### config.mk
export PLATFORM = sky130hd
export DESIGN_NAME = sweep_sched
export DESIGN_NICKNAME = d
export VERILOG_FILES = /design/src/rtl/sweep_sched.sv
export SDC_FILE = /design/constraint.sdc
export NUM_CORES = 1
export LEC_CHECK = 0
export ABC_CLOCK_PERIOD_IN_PS = 9300
export CORE_ASPECT_RATIO = 1.2
export CORE_UTILIZATION = 57
export DETAILED_ROUTE_END_ITERATION = 7
export PLACE_DENSITY = 0.83
export SLEW_MARGIN = 20
export SYNTH_ARGS = -nofsm -noshare
export SYNTH_HDL_FRONTEND = slang
export SYNTH_SLANG_ARGS = --single-unit
### constraint.sdc
create_clock -name clk -period 9.3 [get_ports clk]
set_clock_uncertainty 0.15 [all_clocks]
set_input_delay 1.86 -clock clk [delete_from_list [all_inputs] [get_ports clk]]
set_output_delay 1.86 -clock clk [all_outputs]
set_load 0.05 [all_outputs]
### src/rtl/sweep_sched.sv
// Linear echo-delay sweep scheduler: steps the pulse-gen delay through
// npts points, holding each for nshots pulse periods.
module sweep_sched #(
    parameter int DEL_W  = 16,
    parameter int PT_W   = 8,
    parameter int SHOT_W = 16
) (
    input  logic              clk,
    input  logic              reset,
    input  logic              cfg_load,
    input  logic [DEL_W-1:0]  cfg_start,
    input  logic [DEL_W-1:0]  cfg_step,
    input  logic [PT_W-1:0]   cfg_npts,
    input  logic [SHOT_W-1:0] cfg_nshots,
    input  logic              start,
    input  logic              abort,
    input  logic              cycle_end,
    output logic [DEL_W-1:0]  del_out,
    output logic              del_upd,
    output logic [PT_W-1:0]   pt_idx,
    output logic [SHOT_W-1:0] shot_idx,
    output logic              busy,
    output logic              done,
    output logic              err
);

    typedef enum logic [1:0] {IDLE, RUN, DONE} state_t;

    state_t            state, state_n;
    logic [DEL_W-1:0]  sh_start, sh_start_n;
    logic [DEL_W-1:0]  sh_step, sh_step_n;
    logic [PT_W-1:0]   sh_npts, sh_npts_n;
    logic [SHOT_W-1:0] sh_nshots, sh_nshots_n;
    logic [DEL_W-1:0]  del_n;
    logic              upd_n;
    logic [PT_W-1:0]   pt_n;
    logic [SHOT_W-1:0] shot_n;
    logic              err_n;
    logic [DEL_W:0]    sum;
    logic              cfg_ok;
    logic              last_shot;
    logic              last_pt;

    assign busy = (state == RUN);
    assign done = (state == DONE);

    assign cfg_ok    = (sh_npts != '0) && (sh_nshots != '0);
    assign last_shot = (shot_idx == sh_nshots - SHOT_W'(1));
    assign last_pt   = (pt_idx == sh_npts - PT_W'(1));
    assign sum       = {1'b0, del_out} + {1'b0, sh_step};

    always_ff @(posedge clk or posedge reset) begin
        if (reset) begin
            state     <= IDLE;
            sh_start  <= '0;
            sh_step   <= '0;
            sh_npts   <= '0;
            sh_nshots <= '0;
            del_out   <= '0;
            del_upd   <= 1'b0;
            pt_idx    <= '0;
            shot_idx  <= '0;
            err       <= 1'b0;
        end else begin
            state     <= state_n;
            sh_start  <= sh_start_n;
            sh_step   <= sh_step_n;
            sh_npts   <= sh_npts_n;
            sh_nshots <= sh_nshots_n;
            del_out   <= del_n;
            del_upd   <= upd_n;
            pt_idx    <= pt_n;
            shot_idx  <= shot_n;
            err       <= err_n;
        end
    end

    always_comb begin
        state_n     = state;
        sh_start_n  = sh_start;
        sh_step_n   = sh_step;
        sh_npts_n   = sh_npts;
        sh_nshots_n = sh_nshots;
        del_n       = del_out;
        upd_n       = 1'b0;
        pt_n        = pt_idx;
        shot_n      = shot_idx;
        err_n       = err;

        unique case (state)
            IDLE, DONE: begin
                // start evaluates the shadow as it was before any same-cycle load
                if (start) begin
                    if (!cfg_ok) begin
                        err_n   = 1'b1;
                        state_n = IDLE;
                    end else begin
                        state_n = RUN;
                        del_n   = sh_start;
                        pt_n    = '0;
                        shot_n  = '0;
                        upd_n   = 1'b1;
                        err_n   = 1'b0;
                    end
                end else if (cfg_load && state == DONE) begin
                    state_n = IDLE;
                end
                if (cfg_load) begin
                    sh_start_n  = cfg_start;
                    sh_step_n   = cfg_step;
                    sh_npts_n   = cfg_npts;
                    sh_nshots_n = cfg_nshots;
                end
            end
            RUN: begin
                if (abort) begin
                    state_n = IDLE;
                end else if (cycle_end) begin
                    if (!last_shot) begin
                        shot_n = shot_idx + SHOT_W'(1);
                    end else if (last_pt) begin
                        state_n = DONE;
                    end else begin
                        shot_n = '0;
                        pt_n   = pt_idx + PT_W'(1);
                        upd_n  = 1'b1;
                        if (sum[DEL_W]) begin
                            del_n = '1;
                            err_n = 1'b1;
                        end else begin
                            del_n = sum[DEL_W-1:0];
                        end
                    end
                end
            end
            default: state_n = IDLE;
        endcase
    end

endmodule

==> metrics.yaml, run 1 <==
synthesis:
  synth_top_cell_area_share_pct: 43.3
  dominantRegCellSynth: "dfrtp_1"
  ys_types: 61
  synth-compound-area-share_pct: 14.7
  synth.largest_area_cell: "dfrtp_1"
  syn_avg_cell_area_um2: 9.96
  synth_edf_count: 0
  yosys-top-cells-count: "dfrtp_1 (100), mux2_2 (49), nand2_1 (48)"
  syn_area_um2: 5780
  yosys_warnings: 0
  synth.most_common_cell: "dfrtp_1"
  ys_seq_area_share_pct: 43.3
  async_flop_share_pct: 100
  ys_ff_latch: 100
  yosys-top-cells-area: "dfrtp_1 (43%), mux2_2 (9.5%), ha_1 (4.5%), xnor2_1 (3.8%), o21ai_0 (3.7%)"
  yosys.area_share.adder_pct: 4.89
  synth_top_family_by_area: "simple AND/OR/NAND/NOR gates"
  synth_cells: 581
  synth_mux_area_share_pct: 10.1
  synth_xor_xnor_area_share_pct: 6.21
  synth_nets: 665
  synth-simple-area-share_pct: 17.6
worst_setup_path:
  path_buf_inv: 2
  worstSetupStartpointType: "flip-flop"
  crit_arrival_ns: 2.59
  path_cells: "nand2b_1 > inv_1 > clkdlybuf4s50_1"
  rrSetupSlack_ns: 5.17
  path_class: "reg2out"
  max_stage_delay_ns: 0.94
  r2r_start: "sh_npts[0]$_DFFE_PP0P_"
  crit_path_max_fanout: 21
  timing.rr.end: "del_out[1]$_DFFE_PP0P_"
  required_ns: 7.29
  cpMaxStageDelayCell: "clkdlybuf4s50_1"
  crit_path_end_kind: "output port"
  cp_top_family: "buffers and inverters"
  worstRegToRegCells: 11
  setup.worst_path.start: "state[0]$_DFFE_PP0P_"
grt:
  grt_antenna_before_repair: 0
  overflow: 0
  grt_pass1_vias: 5120
  grt_usage_pct: 29.9
  grt_max_degree: 64
  grt_pass1_wl_mm: 24.6
cts:
  clk_latency_ns: 0.35
  cts_hold_buf: 0
  cts_setup_buffers: 0
  clkTransAtPathRegs_ns: 0.07
  post_cts_resized: 0
  cts_tree: "built"
  cts_inserted_buffers: 9
  clk_path_buf_depth: 2
  clock_sinks: 100
  cts-root-buf: "clkbuf_16"
  h-tree-depth: 3
detailed_routing:
  via_count: 5027
  routed_wl_mm: 14.8
  drt_iter0_markers: 276
  ant_nets: 0
  drtPass1Iterations: 5
  vias_per_cell: 6.28
  post-route-drc-count: 0
  avgRoutedWirePerCell_um: 18.5
timing:
  final_hold_viol_count: 0
  slew_viol_final: 0
  fin_tns_setup_ns: 0
  layout_min_cycle_time_ns: 4.60
  fmax_mhz: 217
  setup_violations: 0
  tightest_slew_ns: 0.810
  fin_crit_sh_pct: 49.5
  relSlewSlack_pct: 46.0
  rsz0062_at_grt: "no"
power_and_ir_drop:
  pwr-share-clk_pct: 20.1
  pwr-share-seq_pct: 33.4
  intPower_mw: 1.16
  switchingPower_uw: 843
  peakVddDrop_v: 0.000192
  p_comb_share_pct: 46.5
  power.leakage_nw: 2.98
  p_sw_share_pct: 42.0
  p_per_area_nw_per_um2: 278
placed_design:
  port_buffers: 105
  hpwl_mm: 10.4
  gp_congestion: 0.869
run_status:
  status: "complete, no violations"
die:
  core_um2: 9710
  die_h_um: 112
  num_rows: 39
  start_util_pct: 59.6
  die_area_um2: 10600
  die_x_um: 94.0
  pin_count: 106
hold_path:
  holdCritStartpoint: "sh_start[11]$_DFFE_PP0P_"
  worstHoldPathCells: 1
  holdPathEnd: "sh_start[11]$_DFFE_PP0P_"
  hold_class: "reg2reg"
cells_and_area:
  final_util_pct: 74.3
  fin_nets: 757
  syn_to_final_growth_pct: 24.7
  drive_gt1_share_pct: 11.8
  diodes: 0
  fillers: 694
job:
  cap_violations: 0
## power by group through the flow
| stage | Sequential, mW | Clock (mW) | Combinational (mW) |
|---|---|---|---|
| 6_report | 0.670 | 0.403 | 0.934 |
| 5_1_grt | 0.682 | 0.419 | 1.01 |
| 4_1_cts | 0.667 | 0.404 | 0.928 |
| 3_5_place_dp | 0.672 | 0 | 0.909 |
| 3_3_place_gp | 0.668 | 0 | 0.878 |
| 2_1_floorplan | 0.781 | 0 | 0.536 |
## flip-flops by register name, summed over array words and instances, names as in the netlist, 2 cells and up
| register | cells |
|---|---|
| sh_nshots | 16 |
| state | 2 |
| sh_npts | 8 |
| sh_step | 16 |
| shot_idx | 16 |
| sh_start | 16 |
| del_out | 16 |
| pt_idx | 8 |
## worst max-delay path by stage
stage	end	slack [ns]	cells after the start
finish	busy	4.70	3
global placement	pt_idx[1]$_DFFE_PP0P_	4.07	9
floorplan	del_out[0]$_DFFE_PP0P_	4.67	1
global route	del_out[1]$_DFFE_PP0P_	4.48	9
CTS	del_out[1]$_DFFE_PP0P_	4.26	9
detailed placement	del_out[1]$_DFFE_PP0P_	3.90	9
## cell type report
class | instances | area [um^2] | share of cell area, %
clock inverter | 6 | 88.8 | 1.23
timing repair buffer | 108 | 1070 | 14.9
multi-input combinational | 437 | 3100 | 43.0
clock buffer | 9 | 225 | 3.12
inverter | 17 | 66.3 | 0.919
sequential | 100 | 2500 | 34.7
tap | 123 | 154 | 2.13
## cell usage in the layout, fill, tap and decap left out, types with 4 or more instances in the layout
cell type / instances
nor2b_1: 9
mux2_2: 49
xnor2_1: 25
inv_1: 15
nor3_1: 15
and3_1: 6
nand2b_1: 4
nor4_1: 8
a21o_1: 8
clkdlybuf4s50_1: 105
or2_2: 7
xor2_1: 16
dfrtp_1: 100
ha_1: 21
clkbuf_16: 9
o22ai_1: 14
o31ai_1: 11
nand3_1: 15
nor2_1: 26
a31oi_1: 8
or4_1: 10
nor3b_1: 6
nand4_1: 7
or3_1: 13
o21ai_0: 43
nand2_1: 48
a21oi_1: 24
## metal layers
metal  up-vias  global-route usage (%)  share of wire, %
li1       2311                       -                 -
met1      2471                    34.9                39
met2       197                    53.2                53
met3        48                    4.81               4.6
met4         0                    13.6               3.0
met5         -                       0                 0
## cells by family (layout without fill, tap and decap cells)
family                     after synthesis  after routing
xor gates and xnor gates                41             41
muxes                                   52             52
DFF                                    100            100
adders and majority gates               22             22
and+or+nand+nor                        189            189
AOI/OAI and AO/OA                      133            133
buffers and inverters                   44            140
## per-stage QoR
stage	cell area [um^2]	instances	hold WS (ns)	worst slack, ns	power, mW
after global placement	6900	785	0.341	4.07	1.55
after detailed placement	6900	785	0.351	3.90	1.58
after floorplan	5780	581	0.331	4.67	1.32
after global routing	7210	800	0.378	4.48	2.12
final	7210	800	0.365	4.70	2.01
after CTS	7210	800	0.367	4.26	2.00
No activity file was read; power rests on OpenSTA's default activity.
==> run 2: changes to the inputs <==
Settings changed: ABC_CLOCK_PERIOD_IN_PS 9300 to 3950, CORE_UTILIZATION 57 to 48, PLACE_DENSITY 0.83 to 0.74.
Clock period 9.3 ns to 3.95 ns, I/O delays scaled along.
==> metrics.yaml, run 2 (synthesis gave the netlist of run 1 again) <==
job:
  cap_violations: 0  # unchanged
cells_and_area:
  diodes: 0  # unchanged
  drive_gt1_share_pct: 12.3  # +0.48 points
  syn_to_final_growth_pct: 26.5
  fillers: 959  # +38%
  fin_area_um2: 7320  # +1.4%
  final_common_cell: "clkdlybuf4s50_1"
  final_cell_mix: "clkdlybuf4s50_1 (105), dfrtp_1 (100), mux2_2 (49)"
  fin_nets: 763  # +0.79%
hold_path:
  hold_class: "reg2reg"
  worstHoldPathCells: 1  # unchanged
cts:
  clock_sinks: 100  # unchanged
  clk_path_buf_depth: 2  # unchanged
  cts-root-buf: "clkbuf_16"
  clk_latency_ns: 0.33  # -0.02 ns
  clkTransAtPathRegs_ns: 0.07  # about the same
  cts_inserted_buffers: 9  # unchanged
  cts_tree: "built"
  cts_setup_buffers: 0  # unchanged
  post_cts_resized: 0  # unchanged
  cts_hold_buf: 0  # unchanged
  h-tree-depth: 3  # unchanged
timing:
  layout_setup_ws_ns: 0.556  # -4.15 ns
  layout_min_cycle_time_ns: 3.39
  fin_tns_setup_ns: 0  # unchanged
  rsz0062_at_grt: "no"
  hold-worst-slack_ns: 0.361  # -0.00409 ns
  tightest_slew_ns: 0.644  # -0.165 ns
  final_hold_viol_count: 0  # unchanged
  fin_crit_sh_pct: 85.9
  slew_viol_final: 0  # unchanged
  relSlewSlack_pct: 57.0  # +11 points
  setup_violations: 0  # unchanged
  fmax_mhz: 295
grt:
  grt_antenna_before_repair: 0  # unchanged
  grt_pass1_vias: 5020  # -2.0%
  grt_usage_pct: 25.0  # -4.9 points
  grt_pass1_wl_mm: 24.0  # -2.4%
  overflow: 0  # unchanged
  grt_max_degree: 64  # unchanged
worst_setup_path:
  worstRegToRegCells: 11  # unchanged
  path_class: "reg2reg"
  worstSetupStartpointType: "flip-flop"
  cpMaxStageDelayCell: "a2bb2o_1"
  max_stage_delay_ns: 0.55  # -0.39 ns
  crit_path_end_kind: "flip-flop"
  rrSetupSlack_ns: 0.56  # -4.61 ns
  crit_path_max_fanout: 33  # +57%
  required_ns: 4.06  # -3.23 ns
  crit_arrival_ns: 3.50  # +0.91 ns
  path_cells: "inv_1 > ha_1 > nor3b_1 > nand2_1 > o32a_1 > a2bb2o_1 > a21o_1 > or2_1 > buf_4 > o21ai_0 > a21oi_1"
detailed_routing:
  post-route-drc-count: 0  # unchanged
  ant_nets: 0  # unchanged
  drtPass1Iterations: 5  # unchanged
  highest_layer: "met4"
  routed_wl_mm: 14.9  # +0.53%
  avgRoutedWirePerCell_um: 17.7  # -4.3%
  via_count: 4931  # -1.9%
  wl_met3_um: 823  # +21%
  drt_iter0_markers: 310  # +12%
  vias_per_cell: 5.87  # -6.6%
  routed-wl-met2_mm: 7.81  # -0.24%
  wl_met1_mm: 5.92  # +1.4%
die:
  start_util_pct: 49.5  # -10 points
  die_area_um2: 12500  # +18%
  pin_count: 106  # unchanged
  core_um2: 11700  # +20%
  die_h_um: 122  # +8.8%
  die_x_um: 102  # +8.8%
  num_rows: 43  # +10%
power_and_ir_drop:
  power.leakage_nw: 3.02  # +1.4%
  peakVddDrop_v: 0.000454  # +140%
  p_per_area_nw_per_um2: 642  # +130%
  p_total_mw: 4.69  # +130%
placed_design:
  gp_congestion: 0.853  # -1.9%
  hpwl_mm: 10.8  # +4.2%
  placed_area_um2: 7000  # +1.5%
  port_buffers: 105  # unchanged
  dp_slack_ns: 0.587  # -3.31 ns
run_status:
  status: "complete, no violations"
[run 2: area by class of cell]
class / count / area, um^2 / area share [%]
well taps: 157 / 196 / 2.69
repair buffers: 114 / 1130 / 15.5
inverters: 17 / 66.3 / 0.906
multi-input cells: 437 / 3100 / 42.4
flip-flops and latches: 100 / 2500 / 34.2
clock buffers: 11 / 243 / 3.32
clock inverters: 4 / 73.8 / 1.01
[run 2: worst paths after layout]
path / endpoint / from
worst max-delay path: pt_idx[4]$_DFFE_PP0P_ / sh_npts[0]$_DFFE_PP0P_
worst min-delay path: sh_start[15]$_DFFE_PP0P_ / sh_start[15]$_DFFE_PP0P_
worst max register to register: pt_idx[4]$_DFFE_PP0P_ / sh_npts[0]$_DFFE_PP0P_
worst min register to register: sh_start[15]$_DFFE_PP0P_ / sh_start[15]$_DFFE_PP0P_
max in group asynchronous: sh_nshots[3]$_DFFE_PP0P_ / reset
min in group asynchronous: sh_step[14]$_DFFE_PP0P_ / reset
[run 2: routing by layer]
| layer | global-route usage (%) | vias up |
|---|---|---|
| met5 | 0 | - |
| met4 | 11.2 | 0 |
| met3 | 4.38 | 22 |
| met2 | 44.9 | 160 |
| met1 | 28.8 | 2434 |
| li1 | - | 2315 |
[run 2: where the power goes]
part           switching (mW)  leakage [nW]  internal, mW  total [mW]
combinational            1.25          1.62         0.924        2.18
sequential              0.303          1.24          1.27        1.57
clock                   0.373         0.156         0.570       0.942
[run 2: worst max-delay path: cells and delay by family (launching register included)]
family                     cells  cell delay (ns)
and+or+nand+nor                3             0.71
AOI/OAI and AO/OA              5             1.42
buffers and inverters          2             0.41
adders and majority gates      1             0.20
DFF                            1             0.44
[run 2: stage by stage]
step | instances | util (%)
2_1_floorplan | 581 | -
3_3_place_gp | 825 | 60.0
3_5_place_dp | 825 | 60.0
4_1_cts | 840 | 62.7
5_1_grt | 840 | 62.7
6_report | 840 | 62.7
